## config.mk

```make
export PLATFORM = sky130hd
export DESIGN_NAME = norm_left_shifter_flat
export DESIGN_NICKNAME = d
export VERILOG_FILES = /design/src/rtl/norm_left_shifter_pkg.sv /design/src/rtl/norm_left_shifter_if.sv /design/src/rtl/norm_left_shifter_shifter.sv /design/src/rtl/norm_left_shifter.sv /design/src/flat_wrapper.sv
export SDC_FILE = /design/constraint.sdc
export NUM_CORES = 1
export LEC_CHECK = 0
export CORE_MARGIN = 8
export CORE_UTILIZATION = 34
export CTS_BUF_LIST = sky130_fd_sc_hd__clkbuf_4 sky130_fd_sc_hd__clkbuf_8
export CTS_CLUSTER_DIAMETER = 50
export CTS_CLUSTER_SIZE = 14
export DETAILED_ROUTE_END_ITERATION = 8
export MAX_ROUTING_LAYER = met4
export PLACE_DENSITY_LB_ADDON = 0.05
export SYNTH_ARGS = -nofsm -noshare
export SYNTH_HDL_FRONTEND = slang
export SYNTH_HIERARCHICAL = 1
export SYNTH_SLANG_ARGS = --single-unit
```

## constraint.sdc

```tcl
create_clock -name clk -period 3.58 [get_ports clk]
set_input_delay 0.537 -clock clk [delete_from_list [all_inputs] [get_ports clk]]
set_output_delay 0.537 -clock clk [all_outputs]
set_load 0.005 [all_outputs]
```

## src/rtl/norm_left_shifter_pkg.sv

```systemverilog
// Shared widths, constants and helpers for the floating-point adder datapath.
// The normalization stage and the alignment stage both build on these.
package norm_left_shifter_pkg;

  localparam int MANT_W  = 32;
  localparam int EXP_W   = 8;
  localparam int SHIFT_W = 6;

  localparam logic [SHIFT_W-1:0] LZC_ZERO = SHIFT_W'(MANT_W);

  typedef struct packed {
    logic [MANT_W-1:0]  mant;
    logic [EXP_W-1:0]   exp;
    logic               sign;
    logic [SHIFT_W-1:0] lzc;
  } stage_a_t;

  typedef struct packed {
    logic [MANT_W-1:0] mant;
    logic [EXP_W-1:0]  exp;
    logic              sign;
    logic              zero;
    logic              underflow;
  } result_t;

  // Leading-zero count; an all-zero word reports LZC_ZERO.
  function automatic logic [SHIFT_W-1:0] count_lz(input logic [MANT_W-1:0] value);
    logic [SHIFT_W-1:0] count;
    logic               found;
    count = LZC_ZERO;
    found = 1'b0;
    for (int i = MANT_W - 1; i >= 0; i--) begin
      if (!found && value[i]) begin
        count = SHIFT_W'(MANT_W - 1 - i);
        found = 1'b1;
      end
    end
    return count;
  endfunction

endpackage

```

## src/rtl/norm_left_shifter_if.sv

```systemverilog
// Input and output valid/ready channels of the normalization stage.
// The master side feeds mantissas in and drains results; the slave side is the stage.
interface norm_left_shifter_if;
  import norm_left_shifter_pkg::*;

  logic              in_valid;
  logic              in_ready;
  logic [MANT_W-1:0] in_mant;
  logic [EXP_W-1:0]  in_exp;
  logic              in_sign;

  logic              out_valid;
  logic              out_ready;
  logic [MANT_W-1:0] out_mant;
  logic [EXP_W-1:0]  out_exp;
  logic              out_sign;
  logic              out_zero;
  logic              out_underflow;

  modport master (
    output in_valid, in_mant, in_exp, in_sign, out_ready,
    input  in_ready, out_valid, out_mant, out_exp, out_sign, out_zero, out_underflow
  );

  modport slave (
    input  in_valid, in_mant, in_exp, in_sign, out_ready,
    output in_ready, out_valid, out_mant, out_exp, out_sign, out_zero, out_underflow
  );

endinterface

```

## src/rtl/norm_left_shifter_shifter.sv

```systemverilog
// Combinational left barrel shifter built from a chain of 2:1 mux layers.
// Layer k moves the word by 2**k; the top layer (32) empties the word entirely.
module mux_2x1 #(
  parameter int W = 32
) (
  output logic [W-1:0] out,
  input  logic [W-1:0] a,
  input  logic [W-1:0] b,
  input  logic         sel
);

  assign out = sel ? b : a;

endmodule

module thirty_two_bit_left_shifter
  import norm_left_shifter_pkg::*;
(
  output logic [MANT_W-1:0]  out,
  input  logic [MANT_W-1:0]  a,
  input  logic [SHIFT_W-1:0] shift
);

  logic [MANT_W-1:0] stage [SHIFT_W+1];

  assign stage[0] = a;

  for (genvar k = 0; k < SHIFT_W; k++) begin : g_layer
    logic [MANT_W-1:0] moved;

    // A distance at or beyond the word width leaves nothing but zero fill.
    if ((1 << k) < MANT_W) begin : g_shift
      assign moved = stage[k] << (1 << k);
    end else begin : g_flush
      assign moved = '0;
    end

    mux_2x1 #(.W(MANT_W)) u_mux (
      .out (stage[k+1]),
      .a   (stage[k]),
      .b   (moved),
      .sel (shift[k])
    );
  end

  assign out = stage[SHIFT_W];

endmodule

```

## src/rtl/norm_left_shifter.sv

```systemverilog
// Two-stage normalization after the mantissa add: count leading zeros, then
// shift the mantissa up and pull the exponent down, flushing to zero on underflow.
module norm_left_shifter
  import norm_left_shifter_pkg::*;
(
  input  logic                clk,
  input  logic                rst_n,
  norm_left_shifter_if.slave  bus
);

  stage_a_t          a_q;
  stage_a_t          a_next;
  logic              a_valid;

  result_t           b_q;
  result_t           b_next;
  logic              b_valid;
  logic              b_advance;

  logic [MANT_W-1:0] shifted;
  logic [EXP_W-1:0]  lzc_ext;

  // Both stages move together; a full stage A may still accept when B drains.
  assign b_advance    = !b_valid || bus.out_ready;
  assign bus.in_ready = !a_valid || b_advance;

  always_comb begin
    a_next      = '0;
    a_next.mant = bus.in_mant;
    a_next.exp  = bus.in_exp;
    a_next.sign = bus.in_sign;
    a_next.lzc  = count_lz(bus.in_mant);
  end

  always_ff @(posedge clk or negedge rst_n) begin
    if (!rst_n) begin
      a_valid <= 1'b0;
      a_q     <= '0;
    end else if (bus.in_ready) begin
      a_valid <= bus.in_valid;
      if (bus.in_valid) begin
        a_q <= a_next;
      end
    end
  end

  thirty_two_bit_left_shifter u_shifter (
    .out   (shifted),
    .a     (a_q.mant),
    .shift (a_q.lzc)
  );

  assign lzc_ext = EXP_W'(a_q.lzc);

  // Zero and underflow both collapse to an all-zero result; only the flag differs.
  always_comb begin
    b_next           = '0;
    b_next.sign      = a_q.sign;
    if (a_q.mant == '0) begin
      b_next.zero      = 1'b1;
    end else if (a_q.exp <= lzc_ext) begin
      b_next.zero      = 1'b1;
      b_next.underflow = 1'b1;
    end else begin
      b_next.mant      = shifted;
      b_next.exp       = a_q.exp - lzc_ext;
    end
  end

  always_ff @(posedge clk or negedge rst_n) begin
    if (!rst_n) begin
      b_valid <= 1'b0;
      b_q     <= '0;
    end else if (b_advance) begin
      b_valid <= a_valid;
      if (a_valid) begin
        b_q <= b_next;
      end
    end
  end

  assign bus.out_valid     = b_valid;
  assign bus.out_mant      = b_q.mant;
  assign bus.out_exp       = b_q.exp;
  assign bus.out_sign      = b_q.sign;
  assign bus.out_zero      = b_q.zero;
  assign bus.out_underflow = b_q.underflow;

endmodule
```

## src/flat_wrapper.sv

```systemverilog
// flat-port wrapper written by rule: the top's interface ports become plain ports
module norm_left_shifter_flat import norm_left_shifter_pkg::*;
  (clk, rst_n, bus_in_valid, bus_in_mant, bus_in_exp, bus_in_sign, bus_out_ready, bus_in_ready, bus_out_valid, bus_out_mant, bus_out_exp, bus_out_sign, bus_out_zero, bus_out_underflow);
  norm_left_shifter_if bus_i ();
  input  logic clk;
  input  logic rst_n;
  input wire logic [$bits(bus_i.in_valid)-1:0] bus_in_valid;
  input wire logic [$bits(bus_i.in_mant)-1:0] bus_in_mant;
  input wire logic [$bits(bus_i.in_exp)-1:0] bus_in_exp;
  input wire logic [$bits(bus_i.in_sign)-1:0] bus_in_sign;
  input wire logic [$bits(bus_i.out_ready)-1:0] bus_out_ready;
  output wire logic [$bits(bus_i.in_ready)-1:0] bus_in_ready;
  output wire logic [$bits(bus_i.out_valid)-1:0] bus_out_valid;
  output wire logic [$bits(bus_i.out_mant)-1:0] bus_out_mant;
  output wire logic [$bits(bus_i.out_exp)-1:0] bus_out_exp;
  output wire logic [$bits(bus_i.out_sign)-1:0] bus_out_sign;
  output wire logic [$bits(bus_i.out_zero)-1:0] bus_out_zero;
  output wire logic [$bits(bus_i.out_underflow)-1:0] bus_out_underflow;
  assign bus_i.in_valid = bus_in_valid;
  assign bus_i.in_mant = bus_in_mant;
  assign bus_i.in_exp = bus_in_exp;
  assign bus_i.in_sign = bus_in_sign;
  assign bus_i.out_ready = bus_out_ready;
  assign bus_in_ready = bus_i.in_ready;
  assign bus_out_valid = bus_i.out_valid;
  assign bus_out_mant = bus_i.out_mant;
  assign bus_out_exp = bus_i.out_exp;
  assign bus_out_sign = bus_i.out_sign;
  assign bus_out_zero = bus_i.out_zero;
  assign bus_out_underflow = bus_i.out_underflow;
  norm_left_shifter u_core (.clk(clk), .rst_n(rst_n), .bus(bus_i));
endmodule
```

==> run summary, run 1 <==
TritonCTS built the clock tree. The count of nets left with antenna violations once routing finished came out at 0. The clock passes through at most 2 buffers.

Setup violations remaining at the end of the flow were counted as 0. The maximum number of pins on one net before global-route repair was 50. The pin slew with the least headroom to its limit came out at 0.651 ns. The tools report the number of global-route vias before repair as 5169. The most frequently used cell type in the post-synthesis netlist is mux2_4. The number of placed I/O pins is 90, and the floorplan die width is 163 um.

STA classifies the critical path startpoint as a register. The proportion of register bits with asynchronous set or reset after synthesis was 1.00; the clock share of power was 0.155. In this run the critical register-to-register path is launched from u_core/a_q[0]$_DFFE_PN0P_. The number of remaining DRC errors was 0; the arrival time of data at the critical path endpoint was 3.02 ns. The tools report the count of endpoints failing hold in the final timing report as 0. For this design the ratio of total power to cell area is 510 nW/um^2. The run finished with clean final reports. For the relative max-transition margin, the log shows 0.560. The tools report the final-layout fill cell count as 2090.

The detailed placement HPWL was 13.7 mm; the H-tree depth reported by CTS was 3. The final route contains 4969 vias. The maximum fanout encountered on the critical timing path came out at 39. The tree is rooted in a clkbuf_8. The clock input transition at the sequential cells of the worst setup and hold paths came out at 0.10 ns.

The logs give 0.216 for the met2 track demand over resource in global routing and 0 for the initial antenna violation count. The internal power of the cells totals 0.00303 W. Final-report max-slew violation count: 0. The detailed router finished its first iteration with 216 violations. The fraction of the yosys area taken by sequential cells is 0.314, and the floorplan row count is 53. Critical path's most frequent cell: a211oi_1. The total negative slack for setup checks came out at 0 ns. The register bit total from synthesis is 92. The tools report the area of the mapped netlist as 7330 um^2. Setup repair after global routing left no endpoint under its margin.

The run gives 0.333 as the sequential group share of total power. In this run, synthesis inferred 0 flip-flops with an integrated enable. The number of placed instances, taps included, is 1021. The die covers 26500 um^2. Timing would allow up to 0.364 GHz.

The worst path in the final design needs a cycle of 2.74 ns, including I/O delays and setup. The signal on the critical path passes through ha_1, inv_1, fa_1, a211oi_1, o21ai_0, a211oi_1, nor2_2, buf_4, a32o_1. Across all register-to-register paths, the minimum setup slack is 0.84 ns. Synthesis handed over a netlist of 624 instances. Type of the tightest min-delay check: in2async. The mean instance size in the synthesized netlist works out to 11.7 um^2. In the synthesized netlist, the cells that appear most often are mux2_4, nand2_1, dfrtp_1, a22o_1, nor2_1.

Sorting the synthesized cells by area gives the leading types as mux2_4, dfrtp_1, nand2_1. The routing layer with the top usage in global route was met2. The share of total power in combinational logic was 0.512. The die extent in y came out at 163 um.

The tools report the number of nets in the layout as 809. The number of clock buffers added by TritonCTS is 9. After clock tree synthesis, the flow added hold-fix buffers numbering 0.

For this run, the leading register cell type out of synthesis is dfrtp_1. The first global-routing pass estimated 27.7 mm of wire. The tools report the worst endpoint required time as 3.86 ns. The count of buffers added on input and output ports is 89. The fraction of post-synthesis cell area in the top cell type by area is 0.369. STA classifies the critical path endpoint as a register. The share of the cycle needed by the critical path after routing is 0.767. The leakage power of the design came out at 4.03 nW.

Summed over all layers, the global routing overflow is 0. For the number of distinct library cells after synthesis, the log shows 49. The endpoint identified for the worst register-to-register timing path is u_core/bus.out_exp[5]$_DFFE_PN0P_. After detailed routing, the total wire length is 17.1 mm. Among all stages on the critical path, the largest delay is contributed by a211oi_1. The reported max-cap violation count was 0. The first detailed-routing pass ran for 4 iterations.

Effective utilization at floorplan: 0.348. For the met3 track demand over resource, the log shows 0.0190. Post-cts resize count: 0. The final antenna diode count was 0; the logic depth of the worst register-to-register path was 9.

The global routing usage on met1 was 0.173; the per-cell routed wire length was 16.5 um. Clock sink count: 92. The delay of the slowest cell on the worst path came out at 0.46 ns. The proportion of total power due to net switching was 0.309; the count of non-filler cells in the finished layout was 1036.

The overall routing resource usage came out at 0.135. For the final database, setup skew stands at 0.0193 ns. At the later pin of the worst-skew pair, clock insertion delay measures 0.38 ns. After floorplanning, the core was sized to cover 21100 um^2. The yosys synthesis warning count is 6, and the highest ir drop seen on vdd is 0.178 mV. Post-CTS timing repair inserted 0 buffers for setup. By startpoint and endpoint, the worst setup path is classified as reg2reg.

The switching component of the power is 0.00135 W, and the share of layout cells above drive strength 1 is 0.310. Using the TritonRoute via totals, the vias-per-cell ratio works out to 4.80. Summed over all instances, the cell type with the most area after synthesis is mux2_4. At the end of routability-driven placement, the weighted congestion stood at 0.850. Compared with the post-synthesis result, the final layout area differs by 17.3%.
metrics by stage:
stage	util	hold slack [ns]	total power (W)	cell area (um^2)	setup WS, ns
6_report	0.408	0.129	0.00438	8600	0.835
5_1_grt	0.408	0.148	0.00470	8600	0.658
4_1_cts	0.408	0.126	0.00448	8600	0.814
3_5_place_dp	0.399	0.472	0.00378	8420	0.506
3_3_place_gp	0.399	0.458	0.00376	8420	0.536
2_1_floorplan	-	0.241	0.00308	7560	0.994
power groups by stage:
| stage | clock, W | combinational [W] | sequential, W |
|---|---|---|---|
| final | 0.000680 | 0.00224 | 0.00146 |
| after global routing | 0.000764 | 0.00244 | 0.00150 |
| after CTS | 0.000713 | 0.00230 | 0.00147 |
| after detailed placement | 0 | 0.00229 | 0.00149 |
| after global placement | 0 | 0.00228 | 0.00148 |
| after floorplan | 0 | 0.00163 | 0.00145 |
registers in the layout, summed over array words and instances, names as in the netlist:
signal                    count
u_core/bus.out_exp            8
u_core/bus.out_sign           1
u_core/a_q                   47
u_core/bus.out_zero           1
u_core/a_valid                1
u_core/bus.out_valid          1
u_core/bus.out_underflow      1
u_core/bus.out_mant          32
how the worst max path moves through the flow:
| stage | start | to | slack [ns] | cells after the start |
|---|---|---|---|---|
| after floorplan | u_core/a_q[0]$_DFFE_PN0P_ | u_core/bus.out_mant[10]$_DFFE_PN0P_ | 0.99 | 9 |
| after global placement | bus_in_mant[29] | u_core/a_q[1]$_DFFE_PN0P_ | 0.54 | 6 |
| after detailed placement | bus_in_mant[29] | u_core/a_q[1]$_DFFE_PN0P_ | 0.51 | 6 |
| after CTS | u_core/a_q[0]$_DFFE_PN0P_ | u_core/bus.out_mant[29]$_DFFE_PN0P_ | 0.81 | 8 |
| after global routing | u_core/a_q[0]$_DFFE_PN0P_ | u_core/bus.out_exp[3]$_DFFE_PN0P_ | 0.66 | 9 |
| final | u_core/a_q[0]$_DFFE_PN0P_ | u_core/bus.out_exp[5]$_DFFE_PN0P_ | 0.84 | 9 |
layout by cell type, fill, tap and decap left out, types with 2 or more instances in the layout:
cell type	n
nand4_1	3
o21ai_0	16
clkbuf_8	10
buf_4	13
a32o_1	2
or4_4	2
a31oi_1	3
mux2_2	13
dfrtp_1	86
xor2_1	2
nand3_1	3
inv_1	15
a211oi_1	3
dfrtp_2	6
xnor2_1	2
mux2_4	180
o31ai_1	6
a22o_1	37
o21bai_1	3
o32a_1	2
nor3_1	2
nand2b_1	8
clkinv_4	2
conb_1	63
nor2_1	18
ha_1	6
a21oi_1	10
clkdlybuf4s50_1	88
or4_1	4
nand2_1	116
nand3b_1	2
nor4_1	12
routing by layer:
layer / up-vias / routed length [um]
met5: - / 0
met4: 0 / 224
met3: 13 / 561
met2: 107 / 7970
met1: 2389 / 8300
li1: 2460 / -
critical path, delay by kind of cell (launching register included):
family                     cells  cell delay, ns
and+or+nand+nor                1            0.13
buffers and inverters          2            0.33
AOI/OAI and AO/OA              4            1.14
adders and majority gates      2            0.60
DFF                            1            0.45
kinds of logic (layout without fill, tap and decap cells):
| group | after synthesis | after routing | share of synthesized area |
|---|---|---|---|
| muxes | 193 | 193 | 0.389 |
| and+or+nand+nor | 177 | 177 | 0.108 |
| AOI/OAI and AO/OA | 93 | 93 | 0.0963 |
| DFF | 92 | 92 | 0.314 |
| buffers and inverters | 57 | 132 | 0.0753 |
| adders and majority gates | 7 | 7 | 0.0130 |
| xor gates and xnor gates | 4 | 4 | 0.00478 |
| other | 1 | 63 | 0.000512 |
layout make-up:
cell class	count	area (um^2)	area share
multi-input cells	537	4710	0.548
inverters	15	56.3	0.00655
clock buffers	11	145	0.0169
clock inverters	4	33.8	0.00393
repair buffers	102	998	0.116
flip-flops and latches	92	2310	0.269
well taps	275	344	0.0400
No activity file was read; power rests on OpenSTA's default activity.
==> run 2: changes to the inputs <==
- clock period: 3.58 -> 2.4 ns (I/O delays scaled with it)
==> run 2 against run 1 <==
- the flow now finishes with violations (negative setup slack)
- largest power group unchanged
- register-to-register slack got worse by 1.1 ns
- combinational power increased by 60%
- worst hold slack improved by 0.22 ns
- count of clock-buffer cells in the layout decreased by 1
- core utilization increased by 2.6 points
==> run summary, run 2 (synthesized netlist as in run 1, its figures left out) <==
The run gives 17.8 mm (was 17.1 mm) as the sum of routed wire length over all layers. The type of the tightest min-delay check is in2reg (was in2async). The delay of the slowest cell on the worst path works out to 0.45 ns (was 0.46 ns). The relative max-transition margin was 0.611 (was 0.560). The share of layout cells above drive strength 1 is 0.362 (was 0.310).

The critical path's most frequent cell is mux2_4 (was a211oi_1). The type of the setup path with the least slack was reg2reg (unchanged). The element type at the critical path end was a register (unchanged). The arrival time of data at the critical path endpoint was 2.89 ns (was 3.02 ns). The pin slew with the least headroom to its limit works out to 0.583 ns (was 0.651 ns).

The number of detailed-route iterations in the first pass is 6 (was 4), and the die extent in y is 163 um (unchanged). Routability congestion estimate from global placement: 0.803 (was 0.850). The leakage power of the design was 4.36 nW (was 4.03 nW); the overall routing resource usage was 0.140 (was 0.135). The number of global-route vias before repair was 5383 (was 5169). The startpoint identified for the worst hold timing path is bus_in_mant[29]. Most flop-heavy register: u_core/a_q (unchanged). The run finished, with violations left. The count of antenna-violating nets left after detailed routing came out at 0 (unchanged). The critical path launch point was u_core/a_q[0]$_DFFE_PN0P_ (unchanged).

The per-cell routed wire length was 16.3 um (was 16.5 um); the effective utilization at floorplan was 0.348 (unchanged). Setup repair after global routing could not meet its margin everywhere. The tools report the clock latency reported for the late side of the worst-skew pair as 0.38 ns (about the same). The checks that failed: negative setup slack. The initial antenna violation count is 0 (unchanged), and the average via count per standard cell is 4.64 (was 4.80).

The tools report the root buffer cell as clkbuf_8 (unchanged). The die area is 26500 um^2 (unchanged). The area growth from synthesis to layout came out at 24.8% (was 17.3%).

The tools report the maximum count of clock buffers along a single path as 2 (unchanged). The cell count of the worst hold path came out at 4. The number of port buffers came out at 89 (unchanged). The highest ir drop seen on vdd came out at 0.248 mV (was 0.178 mV). The H-tree depth reported by CTS is 3 (unchanged), and the final-report max-slew violation count is 0 (unchanged).

Number of nets in the layout: 863 (was 809). The core utilization of the finished layout is 0.434 (was 0.408), and the number of endpoints failing setup at the final stage is 32 (was 0). The worst-case setup margin in the final layout is -0.223 ns (was 0.835 ns). The placeable core region is 21100 um^2 (unchanged). The most common library cell in the layout ignoring fill and taps was mux2_4 (unchanged). Startpoint type of the worst setup path: a register (unchanged). The logs give 0 (unchanged) for the number of remaining DRC errors and 0 (unchanged) for the count of buffers added by post-CTS timing repair for setup. The worst endpoint required time was 2.67 ns (was 3.86 ns). Critical-path cell list: buf_12, mux2_4, mux2_4, mux2_4, mux2_4, mux2_4, mux2_2, a22o_1 (was ha_1, inv_1, fa_1, a211oi_1, o21ai_0, a211oi_1, nor2_2, buf_4, a32o_1).

The tools report the number of DRC markers in iteration 0 as 146 (was 216). The number of flip-flops under the largest register name works out to 47 (unchanged). TritonCTS built the clock tree.

The tools report the origin of the critical flop-to-flop path as u_core/a_q[0]$_DFFE_PN0P_ (unchanged). The count of endpoints failing hold in the final timing report was 0 (unchanged). The first-pass GRT wire length came out at 28.6 mm (was 27.7 mm). The tools report the leftover overflow at the end of global routing as 0 (unchanged). The run gives 0.381 GHz (was 0.364 GHz) as the timing-limited maximum frequency. The clock sink count was 92 (unchanged); the floorplan die width was 163 um (unchanged). The post-placement cell count is 1074 (was 1021). The maximum fanout encountered on the critical timing path came out at 19 (was 39).

The count of non-filler cells in the finished layout came out at 1091 (was 1036). The reported max-cap violation count was 0 (unchanged). The detailed placement HPWL is 14.5 mm (was 13.7 mm), and the final antenna diode count is 0 (unchanged). Floorplan row count: 53 (unchanged).

Clock input transition at the sequential cells of the worst setup and hold paths: 0.10 ns (about the same). The slowest library cell on the worst path is dfrtp_2 (was a211oi_1). The via count of the routed design was 5066 (was 4969); the number of clock buffers inserted by TritonCTS was 9 (unchanged). The logs give 43 (was 50) for the maximum number of pins on one net before global-route repair and 90 (unchanged) for the number of placed I/O pins. The areal power density over the cells is 752 nW/um^2 (was 510 nW/um^2), and the post-layout minimum cycle time is 2.62 ns (was 2.74 ns). The share of the cycle needed by the critical path after routing came out at 1.09 (was 0.767). The logic depth of the worst register-to-register path was 8 (was 9). Highest-count cells in the layout ignoring fill and taps: mux2_4, nand2_1, clkdlybuf4s50_1, dfrtp_1, conb_1 (unchanged). For the worst setup skew after layout, the log shows 0.0100 ns (was 0.0193 ns).
## run 2: changes by cell type in the layout (fill, tap and decap cells not counted), moves of 2 or more
cell	delta
buf_12	+6
buf_4	+47
clkdlybuf4s50_1	-2
clkinv_4	-2
dlymetal6s2s_1	+2
mux2_2	-2
mux2_4	+2
## run 2: metrics by stage
step | hold WS [ns] | instance area, um^2 | total power [W] | worst slack, ns | setup TNS [ns]
after floorplan | 0.0644 | 7560 | 0.00460 | -0.168 | -5.17
after CTS | 0.484 | 9120 | 0.00701 | -0.233 | -7.00
final | 0.352 | 9150 | 0.00688 | -0.223 | -6.43
after global routing | 0.375 | 9150 | 0.00737 | -0.280 | -8.57
after detailed placement | 0.378 | 8890 | 0.00583 | -0.387 | -9.72
after global placement | 0.372 | 8890 | 0.00580 | -0.361 | -9.43
## run 2: path summary, 6_finish.rpt
kind | to | slack [ns]
setup / recovery | u_core/bus.out_mant[31]$_DFFE_PN0P_ | -0.22
hold / removal | u_core/a_q[44]$_DFFE_PN0P_ | 0.35
setup reg to reg | u_core/bus.out_mant[31]$_DFFE_PN0P_ | -0.22
hold reg to reg | u_core/a_q[6]$_DFFE_PN0P_ | 0.48
max in group asynchronous | u_core/a_q[4]$_DFFE_PN0P_ | 1.21
min in group asynchronous | u_core/a_q[18]$_DFFE_PN0P_ | 0.50
## run 2: timing repair
action                                  CTS  global route
endpoints found under the setup margin   40            44
gates resized for setup                   5             7
gates cloned                              0             0
hold endpoints to repair                 31             0
hold buffers                              1             0
pin swaps                                 0             3
## run 2: layout make-up
| cell class | instances | area, um^2 |
|---|---|---|
| sequential | 92 | 2310 |
| fill | 2080 | 11900 |
| multi-input combinational | 537 | 4750 |
| inverter | 15 | 56.3 |
| timing repair buffer | 156 | 1490 |
| tap | 275 | 344 |
| clock buffer | 10 | 131 |
| clock inverter | 6 | 71.3 |
## run 2: worst max-delay path: cells and delay by family, from the launching register on
family | cells | cell delay, ns
multiplexers | 6 | 1.69
flip-flops | 1 | 0.45
AO/OA/AOI/OAI | 1 | 0.19
buffers and inverters | 1 | 0.18
## run 2: where the power goes
part | internal, W | switching, W
sequential | 0.00191 | 0.000263
combinational | 0.00236 | 0.00122
clock | 0.000507 | 0.000621
total | 0.00477 | 0.00211
## run 2: routing by layer
metal  share of wire  wire [um]  track usage  up-vias
li1                -          -            -     2571
met1            0.46       8140        0.167     2398
met2            0.50       8930        0.243       85
met3           0.035        629       0.0255       12
met4          0.0072        129       0.0275        0
met5               0          0            -        -
